## config.mk

```make
export PLATFORM = sky130hd
export DESIGN_NAME = if_id_stage
export DESIGN_NICKNAME = d
export VERILOG_FILES = /design/src/rtl/if_id_stage_pkg.sv /design/src/rtl/if_id_stage_field_decode.sv /design/src/rtl/if_id_stage.sv
export SDC_FILE = /design/constraint.sdc
export NUM_CORES = 1
export LEC_CHECK = 0
export BUFFER_PORTS_ARGS = -buffer_cell sky130_fd_sc_hd__buf_2
export CAP_MARGIN = 10
export CELL_PAD_IN_SITES_DETAIL_PLACEMENT = 1
export CELL_PAD_IN_SITES_GLOBAL_PLACEMENT = 1
export CORE_ASPECT_RATIO = 1.75
export CORE_UTILIZATION = 28
export CTS_CLUSTER_DIAMETER = 100
export DETAILED_ROUTE_END_ITERATION = 6
export PLACE_DENSITY = 0.85
export SETUP_SLACK_MARGIN = 0.1
export SLEW_MARGIN = 25
export SYNTH_ARGS = -nofsm -noshare
export SYNTH_HDL_FRONTEND = slang
export SYNTH_SLANG_ARGS = --single-unit
```

## constraint.sdc

```tcl
create_clock -name clk -period 3.2 [get_ports clk]
set_input_delay 0.32 -clock clk [delete_from_list [all_inputs] [get_ports clk]]
set_output_delay 0.32 -clock clk [all_outputs]
set_load 0.02 [all_outputs]
```

## src/rtl/if_id_stage_pkg.sv

```systemverilog
// if_id_stage_pkg: shared LC-3b types (package lc3b_types) for the IF/ID stage and its field decoder.
//   lc3b_opcode        - 4-bit opcode enum
//   lc3b_* field types - raw (unextended) instruction field widths
//   lc3b_if_id_fields  - bundle of every decode output presented to control ROM / regfile
package lc3b_types;
    typedef enum logic [3:0] {
        op_br   = 4'd0,
        op_add  = 4'd1,
        op_ldb  = 4'd2,
        op_stb  = 4'd3,
        op_jsr  = 4'd4,
        op_and  = 4'd5,
        op_ldr  = 4'd6,
        op_str  = 4'd7,
        op_rti  = 4'd8,
        op_not  = 4'd9,
        op_ldi  = 4'd10,
        op_sti  = 4'd11,
        op_jmp  = 4'd12,
        op_shf  = 4'd13,
        op_lea  = 4'd14,
        op_trap = 4'd15
    } lc3b_opcode;

    typedef logic [2:0]  lc3b_reg;
    typedef logic [5:0]  lc3b_offset6;
    typedef logic [4:0]  lc3b_imm5;
    typedef logic [3:0]  lc3b_imm4;
    typedef logic [7:0]  lc3b_trapvect8;
    typedef logic [8:0]  lc3b_offset9;
    typedef logic [10:0] lc3b_offset11;

    typedef struct packed {
        lc3b_opcode    opcode;
        lc3b_reg       dest;
        lc3b_reg       sr1;
        lc3b_reg       sr2;
        lc3b_offset6   offset6;
        lc3b_imm5      imm5;
        lc3b_imm4      imm4;
        lc3b_trapvect8 trapvect8;
        lc3b_offset9   offset9;
        lc3b_offset11  offset11;
        logic          ir11;
        logic          ir5;
        logic          ir4;
    } lc3b_if_id_fields;
endpackage

```

## src/rtl/if_id_stage_field_decode.sv

```systemverilog
// lc3b_field_decode: combinational slicing of a 16-bit LC-3b instruction into decode fields.
//   inst     in  16 : instruction
//   link_reg in  3  : register forced as dest for JSR/TRAP
//   fields   out    : lc3b_if_id_fields bundle (no sign extension)
module lc3b_field_decode
    import lc3b_types::*;
(
    input  logic [15:0]      inst,
    input  lc3b_reg          link_reg,
    output lc3b_if_id_fields fields
);
    lc3b_opcode op;

    assign op = lc3b_opcode'(inst[15:12]);

    always_comb begin
        fields           = '0;
        fields.opcode    = op;
        fields.dest      = (op == op_jsr || op == op_trap) ? link_reg : inst[11:9];
        fields.sr1       = inst[8:6];
        fields.sr2       = inst[2:0];
        fields.offset6   = inst[5:0];
        fields.imm5      = inst[4:0];
        fields.imm4      = inst[3:0];
        fields.trapvect8 = inst[7:0];
        fields.offset9   = inst[8:0];
        fields.offset11  = inst[10:0];
        fields.ir11      = inst[11];
        fields.ir5       = inst[5];
        fields.ir4       = inst[4];
    end
endmodule

```

## src/rtl/if_id_stage.sv

```systemverilog
// if_id_stage: elastic valid/ready IF/ID pipeline stage with flush and pre-sliced decode fields.
//   clk, reset (sync, active-low)
//   in_valid/in_ready/in_inst/in_pc     : fetch side
//   flush                               : drop every held and incoming entry
//   out_valid/out_ready/out_inst/out_pc : decode side (data reads 0 when not valid)
//   count                               : occupancy
//   opcode..ir4                         : fields sliced from the head instruction
// Build option: IF_ID_SKID_EN adds a skid register and a registered in_ready.
module if_id_stage
    import lc3b_types::*;
#(
    parameter int         INST_W   = 16,
    parameter int         PC_W     = 16,
    parameter logic [2:0] LINK_REG = 3'd7
) (
    input  logic              clk,
    input  logic              reset,
    input  logic              in_valid,
    output logic              in_ready,
    input  logic [INST_W-1:0] in_inst,
    input  logic [PC_W-1:0]   in_pc,
    input  logic              flush,
    output logic              out_valid,
    input  logic              out_ready,
    output logic [INST_W-1:0] out_inst,
    output logic [PC_W-1:0]   out_pc,
    output logic [1:0]        count,
    output logic [3:0]        opcode,
    output logic [2:0]        dest,
    output logic [2:0]        sr1,
    output logic [2:0]        sr2,
    output logic [5:0]        offset6,
    output logic [4:0]        imm5,
    output logic [3:0]        imm4,
    output logic [7:0]        trapvect8,
    output logic [8:0]        offset9,
    output logic [10:0]       offset11,
    output logic              ir11,
    output logic              ir5,
    output logic              ir4
);
    logic              fire, acc;
    logic              head_valid, head_valid_n;
    logic [INST_W-1:0] head_inst, head_inst_n;
    logic [PC_W-1:0]   head_pc, head_pc_n;
    lc3b_if_id_fields  f;

    assign fire = head_valid & out_ready;
    assign acc  = in_valid & in_ready;

`ifdef IF_ID_SKID_EN
    logic              skid_valid, skid_valid_n, rdy_q;
    logic [INST_W-1:0] skid_inst, skid_inst_n;
    logic [PC_W-1:0]   skid_pc, skid_pc_n;

    // in_ready is 0 while the skid is full, so an accept never meets a full skid.
    always_comb begin
        head_valid_n = head_valid;
        head_inst_n  = head_inst;
        head_pc_n    = head_pc;
        skid_valid_n = skid_valid;
        skid_inst_n  = skid_inst;
        skid_pc_n    = skid_pc;
        if (skid_valid) begin
            if (fire) begin
                head_valid_n = 1'b1;
                head_inst_n  = skid_inst;
                head_pc_n    = skid_pc;
                skid_valid_n = 1'b0;
                skid_inst_n  = '0;
                skid_pc_n    = '0;
            end
        end else if (~head_valid | fire) begin
            head_valid_n = acc;
            head_inst_n  = acc ? in_inst : '0;
            head_pc_n    = acc ? in_pc : '0;
        end else if (acc) begin
            skid_valid_n = 1'b1;
            skid_inst_n  = in_inst;
            skid_pc_n    = in_pc;
        end
    end

    always_ff @(posedge clk) begin
        if (!reset) begin
            skid_valid <= 1'b0;
            skid_inst  <= '0;
            skid_pc    <= '0;
            rdy_q      <= 1'b0;
        end else if (flush) begin
            skid_valid <= 1'b0;
            skid_inst  <= '0;
            skid_pc    <= '0;
            rdy_q      <= 1'b1;
        end else begin
            skid_valid <= skid_valid_n;
            skid_inst  <= skid_inst_n;
            skid_pc    <= skid_pc_n;
            rdy_q      <= ~skid_valid_n;
        end
    end

    assign in_ready = rdy_q & reset;
    assign count    = {1'b0, head_valid} + {1'b0, skid_valid};
`else
    always_comb begin
        head_valid_n = head_valid;
        head_inst_n  = head_inst;
        head_pc_n    = head_pc;
        if (~head_valid | fire) begin
            head_valid_n = acc;
            head_inst_n  = acc ? in_inst : '0;
            head_pc_n    = acc ? in_pc : '0;
        end
    end

    assign in_ready = reset & (~head_valid | out_ready);
    assign count    = {1'b0, head_valid};
`endif

    // Empty head holds zero data so out_inst/out_pc read 0 (a NOP) when invalid.
    always_ff @(posedge clk) begin
        if (!reset || flush) begin
            head_valid <= 1'b0;
            head_inst  <= '0;
            head_pc    <= '0;
        end else begin
            head_valid <= head_valid_n;
            head_inst  <= head_inst_n;
            head_pc    <= head_pc_n;
        end
    end

    assign out_valid = head_valid;
    assign out_inst  = head_inst;
    assign out_pc    = head_pc;

    lc3b_field_decode u_dec (
        .inst     (head_inst[15:0]),
        .link_reg (LINK_REG),
        .fields   (f)
    );

    assign opcode    = f.opcode;
    assign dest      = f.dest;
    assign sr1       = f.sr1;
    assign sr2       = f.sr2;
    assign offset6   = f.offset6;
    assign imm5      = f.imm5;
    assign imm4      = f.imm4;
    assign trapvect8 = f.trapvect8;
    assign offset9   = f.offset9;
    assign offset11  = f.offset11;
    assign ir11      = f.ir11;
    assign ir5       = f.ir5;
    assign ir4       = f.ir4;
endmodule

```

# Yosys cells after proc, flatten, opt, wreduce, memory -nomap -nowiden
# Index checks and enable logic that the tools add are counted.
# word_totals
ff_bits,33
inputBits,37
out_inout_bits,95
word_cells,17
# classes
n_eq_ne,2
muxes,3
n_bitwise,6
reduce_logical,3
# op_table
cell,count
16-bit two-way mux,2
4-bit by 3-bit == test with 1-bit output (second input constant),1
4-bit == test (second input constant),1
1-bit AND,3
3-bit two-way mux,1
1-bit logical OR,2
1-bit OR,2
1-bit logical NOT,1
1-bit inverter,1

# Longest topological paths before layout
# depth
word_depth,5
ltp_mapped,4
mapped_depth_nobuf,3

# Cells and area by module
# A second synthesis with hierarchy kept.
# unflattened
cells_unflattened,228
hier_area_um2,1799.2
# modules_own_cells
mod,instances,cells_each,area_each_um2,seq_area_each_um2
if_id_stage,1,155,1252.5,660.6
lc3b_field_decode,1,73,546.8,0.0

# Least setup slack after synthesis
# No wires, ideal clock.
# synth_timing
path_kind,register to output
from,register head_inst[15] (netlist: out_inst[15])
to,output dest[0]
t_arrival_ns,1.146
path_slack_ns,1.734
stages_incl_launch_ff,4
cell_sequence,dfxtp_1 -> or3_1 -> a21boi_1 -> or2_1
# synth_via
elab_chain_cells,3
elab_cells_between_ends,4
cone_classes,eq/ne: 2; mux: 1; reduce/logical: 1
# synth_rtl
item,line,text
start: declaration,if_id_stage.sv:44,"logic [INST_W-1:0] head_inst, head_inst_n;"
start signal: assignment,if_id_stage.sv:129,head_inst <= head_inst_n;
4-bit by 3-bit == test with 1-bit output or 4-bit == test (tied branches),if_id_stage_field_decode.sv:19,fields.dest = (op == op_jsr || op == op_trap) ? link_reg : inst[11:9];
1-bit logical OR (*),if_id_stage_field_decode.sv:19,
3-bit two-way mux (*),if_id_stage_field_decode.sv:19,
end: declaration,if_id_stage.sv:29,"output logic [2:0] dest,"
# Every way passes the cells marked *; elsewhere a longest branch is shown, timed or not.

# Worst setup path in the final report
# Same ends and word-level chain as after synthesis.

==> reports/qor.yml <==
floorplanning:
  io_pins: 132
  dieArea_sq_um: 5878
  design.core.area_sq_um: 5299
  dieHeight_microns: 100.7
  initial_utilization: 0.2940
  num_rows: 35
  die_w_microns: 58.39
placed_design:
  dpl_worst_slack_ps: 1519
  place_hpwl_microns: 2983
  gp_congestion: 0.7153
  port_buffers: 130
drt:
  drt_iter0_drc: 31
  dr.pass1.iters: 4
  post_drt_wl_per_cell_microns: 12.75
  avgViaCountPerCell: 4.291
  drt.antenna.violating_nets: 0
  vias: 1253
  drc: 0
  wirelength_microns: 3723
setup_path:
  path_max_fanout: 5
  worstRegToRegCells: 4
  r2r_slack_ps: 1690
  arrival_ps: 1490
  worstPathRequired_ps: 2880
  crit_type: "flop to output pin"
  setup.worst_path.start_class: "flop"
  end_kind: "output pin"
  reg2reg_from: "out_valid"
  timing.rr.end: "out_inst[10]"
synth:
  synth_edf_count: 0
  async_flop_share: 0
  synth_common_cells: "buf_4 (58), dfxtp_1 (33), a22o_1 (32)"
  synth.yosys.seq_area_share: 0.4241
  syn_nets: 180
  ys_ff_latch: 33
  netlist_area_sq_um: 1558
  ys_warn_count: 0
  synth_top_area_share: 0.4241
  yosysTopAreaCell: "dfxtp_1"
  synth_cell_type_count: 16
  synth.avg_cell_area_sq_um: 10.89
  netlist_top_cells_area: "dfxtp_1 (42%), buf_4 (28%), a22o_1 (18%), dlymetal6s2s_1 (2.4%), buf_6 (2.2%)"
  syn_inst: 143
  synth_flop_cell: "dfxtp_1"
  yosysMostFrequentCell: "buf_4"
clocking:
  root_buffer: "clkbuf_8"
  h-tree-depth: 2
  clock_latency_ps: 270
  cts_tree: "done"
  cts.clk_slew.worst_paths_ps: 70
  clockBufferDepth: 2
  post_cts_buffers: 0
  ctsHoldBuffers: 0
  numCtsBuffers: 5
  cts.repair.resized: 0
  cts_sinks: 33
sta:
  relSlewSlack: 0.5964
  fin_crit_sh: 0.5658
  worst_pin_slew_ps: 604.8
  drv_slew: 0
  fin_ws_ps: 1389
  fmax_mhz: 552.3
  finClkSkew_ps: 3.723
  finalSetupViolations: 0
  finalHoldViolations: 0
  hold_slack_ps: 259.9
  rsz0062_at_grt: "false"
  totalNegativeSetupSlack_ps: 0
  finalCriticalPeriod_ps: 1811
hold_path:
  hp-start: "in_pc[0]"
  hold_path.class: "input pin to flop"
  whs_path_depth: 2
  min_to: "out_pc[0]"
grt:
  grt_use_total: 0.1281
  grt_antenna_before_repair: 0
  grt_start_max_net_pins: 25
  grt_pass1_vias: 1126
  grt_pass1_wl_microns: 5630
  grt-ovfl-total: 0
finish:
  n_fill_cell: 650
  fin_util: 0.3577
  area_delta_synth_final_pct: 21.69
  nets: 255
  drive_gt1_frac: 0.6560
  n_antenna_cell: 0
run:
  maxCapViolCount: 0
power_and_ir_drop:
  powerDensity_nw_per_um2: 458.3
  power_uw: 868.7
  leakage_nw: 1.124
  ir_drop_v: 0.0002630
run_status:
  status: "finished clean"
==> per-layer routing <==
layer,vias up,part of all wire,track usage
li1,583,-,-
met1,583,0.34,0.1306
met2,80,0.54,0.2334
met3,7,0.092,0.03723
met4,0,0.025,0.05861
met5,-,0,0
==> layout make-up <==
class	instances	area, sq um	area share
sequential	33	660.6	0.3485
inverter	1	3.754	0.001980
clock buffer	7	86.33	0.04554
multi-input combinational	45	386.6	0.2040
tap	74	92.59	0.04884
timing repair buffer	132	665.6	0.3512
==> worst max path at each step <==
stage | startpoint | to
6_report | out_inst[15] | dest[0]
5_1_grt | out_inst[15] | dest[0]
4_1_cts | out_inst[15] | dest[0]
3_5_place_dp | out_ready | out_inst[9]
3_3_place_gp | out_ready | out_inst[4]
2_1_floorplan | out_inst[15] | dest[0]
==> where the power goes <==
group	switching, mW	leakage [nW]	internal [mW]
clock network	0.138	0.0443	0.171
registers	0.0110	0.269	0.423
logic	0.0746	0.811	0.0520
total	0.224	1.12	0.645
==> cells in the final DEF, fill, tap and decap left out <==
cell type,n
buf_4,2
clkbuf_1,1
clkinv_1,1
a21boi_1,1
nand3_1,1
or2_1,3
or3_1,1
buf_2,130
a22o_1,32
nor3b_4,1
dfxtp_1,33
a21oi_1,1
nand2b_4,2
conb_1,1
nor2_2,1
and2_2,1
clkbuf_8,6
==> flip-flops by register name (all words and copies together) (netlist names) <==
name / count
out_inst: 16
out_pc: 16
out_valid: 1
==> cells by family after synthesis <==
group | count (synthesis) | share of synthesized area
AOI/OAI and AO/OA | 34 | 0.1880
buffers and inverters | 65 | 0.3277
DFF | 33 | 0.4241
other | 1 | 0.002407
and+or+nand+nor | 10 | 0.05784
==> critical path: stages (launching register included) <==
cell,delay (ps)
dfxtp_1,350
or3_1,370
a21boi_1,200
or2_1,140
buf_2,160
==> metrics by stage <==
stage | instances | instance area [sq um]
after floorplan | 143 | 1558
after global placement | 285 | 1809
final | 292 | 1896
after detailed placement | 285 | 1809
after global routing | 292 | 1896
after CTS | 292 | 1896
No activity file was read; power rests on OpenSTA's default activity.
